==> config.mk <==
export PLATFORM = sky130hd
export DESIGN_NAME = chips_responder_flat
export DESIGN_NICKNAME = d
export VERILOG_FILES = /design/src/rtl/chips_pkg.sv /design/src/rtl/chips_responder_if.sv /design/src/rtl/chips_rx_port.sv /design/src/rtl/chips_responder.sv /design/src/flat_wrapper.sv
export SDC_FILE = /design/constraint.sdc
export NUM_CORES = 1
export LEC_CHECK = 0
export ABC_AREA = 1
export BUFFER_PORTS_ARGS = -buffer_cell sky130_fd_sc_hd__buf_2
export CAP_MARGIN = 20
export CORE_ASPECT_RATIO = 0.5
export CORE_MARGIN = 2
export CORE_UTILIZATION = 40
export DETAILED_ROUTE_END_ITERATION = 8
export PLACE_DENSITY = 0.74
export SYNTH_ARGS = -nofsm -noshare
export SYNTH_HDL_FRONTEND = slang
export SYNTH_SLANG_ARGS = --single-unit
==> constraint.sdc <==
create_clock -name clock -period 1.5 [get_ports clock]
set_clock_uncertainty 0.15 [all_clocks]
set_input_delay 0.15 -clock clock [delete_from_list [all_inputs] [get_ports clock]]
set_output_delay 0.15 -clock clock [all_outputs]
set_load 0.05 [all_outputs]
==> src/rtl/chips_pkg.sv <==
// Shared types and constants for the chips stb/ack responder block.
// Latency: n/a (declarations only).
// Backpressure: n/a (declarations only).
package chips_pkg;

   // Default operand/result width.
   localparam int CHIPS_WIDTH = 64;

   // Responder FSM states.
   typedef enum logic [1:0] {
      GET_AB = 2'd0,   // collecting operands A and B
      RUN    = 2'd1,   // waiting for the compute core to finish
      PUT_Z  = 2'd2    // offering the result to the initiator
   } chips_resp_state_t;

endpackage : chips_pkg

==> src/rtl/chips_responder_if.sv <==
// Bundle of the responder's protocol signals: initiator-side operand/result
// stb/ack channels, the compute-core op_* handshake and the transfer counter.
// Modports: slave = responder side, master = initiator/core side.
interface chips_responder_if
   import chips_pkg::*;
#(
   parameter int WIDTH = CHIPS_WIDTH
);

   // Operand A channel
   logic [WIDTH-1:0] input_a;
   logic             input_a_stb;
   logic             input_a_ack;
   // Operand B channel
   logic [WIDTH-1:0] input_b;
   logic             input_b_stb;
   logic             input_b_ack;
   // Result channel
   logic [WIDTH-1:0] output_z;
   logic             output_z_stb;
   logic             output_z_ack;
   // Compute-core handshake
   logic [WIDTH-1:0] op_a;
   logic [WIDTH-1:0] op_b;
   logic             op_start;
   logic [WIDTH-1:0] op_result;
   logic             op_done;
   logic             op_busy;
   // Completed result transfers
   logic [15:0]      txn_count;

   modport slave (
      input  input_a, input_a_stb,
      output input_a_ack,
      input  input_b, input_b_stb,
      output input_b_ack,
      output output_z, output_z_stb,
      input  output_z_ack,
      output op_a, op_b, op_start,
      input  op_result, op_done,
      output op_busy, txn_count
   );

   modport master (
      output input_a, input_a_stb,
      input  input_a_ack,
      output input_b, input_b_stb,
      input  input_b_ack,
      input  output_z, output_z_stb,
      output output_z_ack,
      input  op_a, op_b, op_start,
      output op_result, op_done,
      input  op_busy, txn_count
   );

endinterface : chips_responder_if

==> src/rtl/chips_rx_port.sv <==
// One operand receive port: offers ack while armed and not yet captured,
// latches data on the stb&ack edge; latency 1 edge from handshake to data_o.
// Backpressure: ack stays low after capture until clear_i re-opens the port.
// Ports: clock/reset_n; data_i/stb_i/ack_o initiator channel; arm_i allows
// ack to rise; clear_i drops the captured flag and raises ack; data_o,
// captured_o registered outputs; hs_o is the handshake happening this cycle.
module chips_rx_port
   import chips_pkg::*;
#(
   parameter int WIDTH = CHIPS_WIDTH
) (
   input  logic             clock,
   input  logic             reset_n,
   input  logic [WIDTH-1:0] data_i,
   input  logic             stb_i,
   output logic             ack_o,
   input  logic             arm_i,
   input  logic             clear_i,
   output logic [WIDTH-1:0] data_o,
   output logic             captured_o,
   output logic             hs_o
);

   logic [WIDTH-1:0] data_q, data_d;
   logic             ack_q, ack_d;
   logic             captured_q, captured_d;

   // ack_q is a flop, so the handshake decode never feeds an output directly.
   assign hs_o = ack_q & stb_i;

   always_comb begin
      data_d     = data_q;
      ack_d      = ack_q;
      captured_d = captured_q;
      if (clear_i) begin
         // Result delivered: reopen for the next transaction.
         captured_d = 1'b0;
         ack_d      = 1'b1;
      end else if (hs_o) begin
         data_d     = data_i;
         captured_d = 1'b1;
         ack_d      = 1'b0;
      end else if (arm_i && !captured_q) begin
         // Covers the first edge after reset, when nothing has set ack yet.
         ack_d = 1'b1;
      end
   end

   always_ff @(posedge clock or negedge reset_n) begin
      if (!reset_n) begin
         data_q     <= '0;
         ack_q      <= 1'b0;
         captured_q <= 1'b0;
      end else begin
         data_q     <= data_d;
         ack_q      <= ack_d;
         captured_q <= captured_d;
      end
   end

   assign ack_o      = ack_q;
   assign data_o     = data_q;
   assign captured_o = captured_q;

endmodule : chips_rx_port

==> src/rtl/chips_responder.sv <==
// Chips stb/ack responder: gathers A and B, starts the core, returns Z.
// Latency: start 1 edge after last operand, Z 1 edge after op_done.
// Backpressure: Z held with stb until output_z_ack; operand acks low meanwhile.
// Ports: clock, reset_n (async, active-low); bus = slave side of
// chips_responder_if carrying the A/B/Z channels, op_* core handshake and
// txn_count.
module chips_responder
   import chips_pkg::*;
#(
   parameter int WIDTH = CHIPS_WIDTH
) (
   input  logic             clock,
   input  logic             reset_n,
   chips_responder_if.slave bus
);

   chips_resp_state_t state_q, state_d;

   logic             op_start_q, op_start_d;
   logic             op_busy_q, op_busy_d;
   logic [WIDTH-1:0] z_q, z_d;
   logic             z_stb_q, z_stb_d;
   logic [15:0]      txn_count_q, txn_count_d;

   logic             clear_ports;
   logic             arm_ports;
   logic             a_ack, b_ack;
   logic             a_cap, b_cap;
   logic             a_hs, b_hs;
   logic [WIDTH-1:0] a_dat, b_dat;

   assign arm_ports = (state_q == GET_AB);

   chips_rx_port #(.WIDTH(WIDTH)) u_rx_a (
      .clock      (clock),
      .reset_n    (reset_n),
      .data_i     (bus.input_a),
      .stb_i      (bus.input_a_stb),
      .ack_o      (a_ack),
      .arm_i      (arm_ports),
      .clear_i    (clear_ports),
      .data_o     (a_dat),
      .captured_o (a_cap),
      .hs_o       (a_hs)
   );

   chips_rx_port #(.WIDTH(WIDTH)) u_rx_b (
      .clock      (clock),
      .reset_n    (reset_n),
      .data_i     (bus.input_b),
      .stb_i      (bus.input_b_stb),
      .ack_o      (b_ack),
      .arm_i      (arm_ports),
      .clear_i    (clear_ports),
      .data_o     (b_dat),
      .captured_o (b_cap),
      .hs_o       (b_hs)
   );

   always_comb begin
      state_d     = state_q;
      op_start_d  = 1'b0;
      op_busy_d   = op_busy_q;
      z_d         = z_q;
      z_stb_d     = z_stb_q;
      txn_count_d = txn_count_q;
      clear_ports = 1'b0;
      unique case (state_q)
         GET_AB: begin
            // Leave on the edge that completes the set, whichever operand
            // arrives last (or both on the same edge).
            if ((a_cap || a_hs) && (b_cap || b_hs)) begin
               state_d    = RUN;
               op_start_d = 1'b1;
               op_busy_d  = 1'b1;
            end
         end
         RUN: begin
            // Also taken on the edge where op_start is still high.
            if (bus.op_done) begin
               z_d       = bus.op_result;
               z_stb_d   = 1'b1;
               op_busy_d = 1'b0;
               state_d   = PUT_Z;
            end
         end
         PUT_Z: begin
            // z_stb_q is high for the whole state, so ack alone completes it.
            if (bus.output_z_ack) begin
               z_stb_d     = 1'b0;
               txn_count_d = txn_count_q + 16'd1;
               clear_ports = 1'b1;
               state_d     = GET_AB;
            end
         end
         default: begin
            state_d = GET_AB;
         end
      endcase
   end

   always_ff @(posedge clock or negedge reset_n) begin
      if (!reset_n) begin
         state_q     <= GET_AB;
         op_start_q  <= 1'b0;
         op_busy_q   <= 1'b0;
         z_q         <= '0;
         z_stb_q     <= 1'b0;
         txn_count_q <= '0;
      end else begin
         state_q     <= state_d;
         op_start_q  <= op_start_d;
         op_busy_q   <= op_busy_d;
         z_q         <= z_d;
         z_stb_q     <= z_stb_d;
         txn_count_q <= txn_count_d;
      end
   end

   assign bus.input_a_ack  = a_ack;
   assign bus.input_b_ack  = b_ack;
   assign bus.output_z     = z_q;
   assign bus.output_z_stb = z_stb_q;
   assign bus.op_a         = a_dat;
   assign bus.op_b         = b_dat;
   assign bus.op_start     = op_start_q;
   assign bus.op_busy      = op_busy_q;
   assign bus.txn_count    = txn_count_q;

endmodule : chips_responder

==> src/flat_wrapper.sv <==
// flat-port wrapper written by rule: the top's interface ports become plain ports
module chips_responder_flat import chips_pkg::*;
#(
   parameter int WIDTH = CHIPS_WIDTH
)
  (clock, reset_n, bus_input_a, bus_input_a_stb, bus_input_a_ack, bus_input_b, bus_input_b_stb, bus_input_b_ack, bus_output_z, bus_output_z_stb, bus_output_z_ack, bus_op_a, bus_op_b, bus_op_start, bus_op_result, bus_op_done, bus_op_busy, bus_txn_count);
  chips_responder_if #(.WIDTH(WIDTH)) bus_i ();
  input  logic clock;
  input  logic reset_n;
  input wire logic [$bits(bus_i.input_a)-1:0] bus_input_a;
  input wire logic [$bits(bus_i.input_a_stb)-1:0] bus_input_a_stb;
  output wire logic [$bits(bus_i.input_a_ack)-1:0] bus_input_a_ack;
  input wire logic [$bits(bus_i.input_b)-1:0] bus_input_b;
  input wire logic [$bits(bus_i.input_b_stb)-1:0] bus_input_b_stb;
  output wire logic [$bits(bus_i.input_b_ack)-1:0] bus_input_b_ack;
  output wire logic [$bits(bus_i.output_z)-1:0] bus_output_z;
  output wire logic [$bits(bus_i.output_z_stb)-1:0] bus_output_z_stb;
  input wire logic [$bits(bus_i.output_z_ack)-1:0] bus_output_z_ack;
  output wire logic [$bits(bus_i.op_a)-1:0] bus_op_a;
  output wire logic [$bits(bus_i.op_b)-1:0] bus_op_b;
  output wire logic [$bits(bus_i.op_start)-1:0] bus_op_start;
  input wire logic [$bits(bus_i.op_result)-1:0] bus_op_result;
  input wire logic [$bits(bus_i.op_done)-1:0] bus_op_done;
  output wire logic [$bits(bus_i.op_busy)-1:0] bus_op_busy;
  output wire logic [$bits(bus_i.txn_count)-1:0] bus_txn_count;
  assign bus_i.input_a = bus_input_a;
  assign bus_i.input_a_stb = bus_input_a_stb;
  assign bus_input_a_ack = bus_i.input_a_ack;
  assign bus_i.input_b = bus_input_b;
  assign bus_i.input_b_stb = bus_input_b_stb;
  assign bus_input_b_ack = bus_i.input_b_ack;
  assign bus_output_z = bus_i.output_z;
  assign bus_output_z_stb = bus_i.output_z_stb;
  assign bus_i.output_z_ack = bus_output_z_ack;
  assign bus_op_a = bus_i.op_a;
  assign bus_op_b = bus_i.op_b;
  assign bus_op_start = bus_i.op_start;
  assign bus_i.op_result = bus_op_result;
  assign bus_i.op_done = bus_op_done;
  assign bus_op_busy = bus_i.op_busy;
  assign bus_txn_count = bus_i.txn_count;
  chips_responder #(.WIDTH(WIDTH)) u_core (.clock(clock), .reset_n(reset_n), .bus(bus_i));
endmodule
==> impl_metrics.ini <==
[outcome]
status = finished with violations
violations = negative setup slack

[timing]
hold-worst-slack_ns = 0.223
min_period_over_period = 1.03
fin_tns_setup_ns = -0.159
rsz0062_at_grt = yes
worst_pin_slew_ns = 0.319
max_slew_margin = 0.787
layout_setup_ws_ns = -0.0424
clock.fmax_mhz = 648
fin_crit_ns = 1.54
finalHoldViolCount = 0
setup_viol = 15
finalMaxSlewViolations = 0

[synth]
synth_edf_count = 0
async_flop_share = 1.00
synth_commonest_cells = 423 x nand2_1, 217 x dfrtp_1, 64 x mux2_2
yosys.area.top_type_share = 0.652
ys.flop_type = dfrtp_1
syn_area_sq_mm = 0.00833
yosysSeqAreaShare = 0.652
synth_top_cell_by_area = dfrtp_1
yosys_warnings = 0
syn_avg_cell_area_sq_um = 10.4
synth_simple_gate_area_frac = 0.209
synth_xor_area_frac = 0.0126
synth_cell_types = 25
synth_top_family_by_area = simple AND/OR/NAND/NOR gates
yosys.area_share.adder = 0.00150
yosysMostFrequentCell = nand2_1
syn-num-nets = 1002
synth_mux_area_frac = 0.0865
synth-compound-area-share = 0.00390
synth-seq-cells = 217
yosys-top-cells-area = dfrtp_1 65%, nand2_1 19%, mux2_2 8.6%
syn_inst = 803

[worst_setup_path]
worstPathMaxFanout = 18
r2r_end = u_core.bus.output_z[1]
crit_required_ns = 1.72
r2r_start = u_core.state_q[1]
reg2reg_slack_ns = -0.04
path_class = flip-flop to flip-flop
arrival_ns = 1.76
worstSetupEndpointType = flip-flop
start_kind = flip-flop
rr_worst_depth = 7

[clock_network]
cts-root-buf = clkbuf_16
clk_pin_slew_worst_paths_ns = 0.07
cts_buffer_depth = 3
clkSinkCount = 217
clock_latency_ns = 0.50
cts_buffers = 21
htree_levels = 1
cts_tree = yes

[placement]
placed_area_sq_mm = 0.0111
numPortBuffers = 410
place.gp.congestion = 0.883
dp_slack_ns = -0.105
hpwl_mm = 18.2

[grt]
grt_use_total = 0.266
met3_usage = 0.0487
grt_antenna_before_repair = 1
first_global_vias = 8818
use_met1 = 0.305
grt_pass1_wl_mm = 46.3
gr-total-overflow = 0
grt_max_degree = 51
grt_most_used_layer = met2
grt_use_met2 = 0.490

[die]
die_area_sq_mm = 0.0221
start_util = 0.406
fp.dieW_um = 208
die_y_um = 106
design.core.area_sq_mm = 0.0205
rows = 37
io_pins = 411

[route]
vias = 8344
dr.pass1.iters = 5
drc = 0
routed_wl_mm = 31.0
vias_per_cell = 4.82
wl_per_cell_um = 17.9
drt_first_iter_violations = 581
ant_nets = 0

[min_path]
holdPathEnd = u_core.bus.output_z[49]
hold_depth = 4
hp-start = bus_op_result[49]
hold_class = input port to flip-flop

[power_and_ir_drop]
power_uw = 35200
peakVddDrop_uv = 1790
power_leakage_uw = 0.00767
p_per_area_mw_per_mm2 = 2480

[flow_run]
max_cap_violations = 0

[layout]
layout.nets = 1644
stdcell_area_sq_mm = 0.0142
drive_gt1_frac = 0.402
syn2layout_area_growth_pct = 70.3
-- flip-flops by register name, summed over array words and instances, names as in the netlist --
signal and flops:
u_core.bus.op_busy 1, u_core.bus.op_start 1, u_core.bus.output_z 64, u_core.bus.output_z_stb 1, u_core.bus.txn_count 16, u_core.state_q 2
u_core.u_rx_a.ack_o 1, u_core.u_rx_a.captured_o 1, u_core.u_rx_a.data_o 64, u_core.u_rx_b.ack_o 1, u_core.u_rx_b.captured_o 1, u_core.u_rx_b.data_o 64
-- routing by layer --
metal  up-vias  part of all wire
li1       3771                 -
met1      4080              0.38
met2       368              0.52
met3       125             0.053
met4         0             0.050
met5         -                 0
-- logic make-up (layout without fill, tap and decap cells) --
group                    Yosys count  in the layout
AND/OR/NAND/NOR                  455            455
flip-flops                       217            217
multiplexers                      64             64
buffers and inverters             49            703
XOR/XNOR                          12             12
AO/OA/AOI/OAI                      5              5
adder cells (fa/ha/maj)            1              1
other                              0              1
-- where the power goes --
part           switching [uW]  total [uW]  internal, uW
Combinational           14000       19500          5490
Clock                    2320        5440          3130
Sequential               1760       10300          8550
Total                   18100       35200         17200
-- stage by stage --
step                      utilization  cells
final                           0.692   1731
after global routing            0.692   1731
after CTS                       0.679   1722
after detailed placement        0.540   1487
after global placement          0.540   1487
after floorplan                     -    803
-- worst max-delay path: stages (launching register included) --
cell and delay, ns:
dfrtp_1 0.41, buf_4 0.17, nor2_4 0.12, nand2_4 0.09, buf_6 0.15, buf_12 0.15, nand2_1 0.07, nand2_1 0.10
-- cell type report --
class | instances | area, sq um
fillers | 1420 | 6320
repair buffers | 652 | 4790
multi-input cells | 537 | 2860
clock buffers | 30 | 599
flip-flops and latches | 217 | 5450
diodes | 1 | 2.50
inverters | 16 | 75.1
well taps | 273 | 342
clock inverters | 5 | 78.8
-- how the worst max path moves through the flow --
stage	from	endpoint	slack, ns	depth (start not counted)
after floorplan	u_core.u_rx_b.ack_o	u_core.u_rx_b.data_o[0]	-0.08	5
after CTS	u_core.state_q[0]	u_core.u_rx_b.data_o[6]	-0.009	5
after global routing	u_core.state_q[0]	u_core.u_rx_b.data_o[54]	-0.08	5
after global placement	u_core.state_q[0]	u_core.bus.txn_count[13]	-0.06	7
final	u_core.state_q[1]	u_core.bus.output_z[1]	-0.04	7
after detailed placement	u_core.state_q[0]	u_core.bus.txn_count[13]	-0.11	7
-- what timing repair did --
| item | 4_1_cts | 5_1_grt |
|---|---|---|
| hold endpoints to repair | 414 | 0 |
| setup endpoints to repair | 124 | 202 |
| cloned | 1 | 6 |
| hold buffers | 198 | 0 |
| gates resized for setup | 40 | 42 |
| pin swaps | 1 | 4 |
| buffers inserted | 1 | 2 |
-- cell usage in the layout, fill, tap and decap left out, types with 8 or more instances in the layout --
master and count:
nor2_1 13, clkbuf_16 26, dfrtp_1 203, xnor2_1 8, dlygate4sd3_1 198, buf_4 31, buf_2 376, inv_1 11
clkbuf_4 15, buf_6 9, mux2_4 39, nand2_1 415, dfrtp_2 14, buf_12 12, mux2_2 25
(Power assumes the default switching activity.)
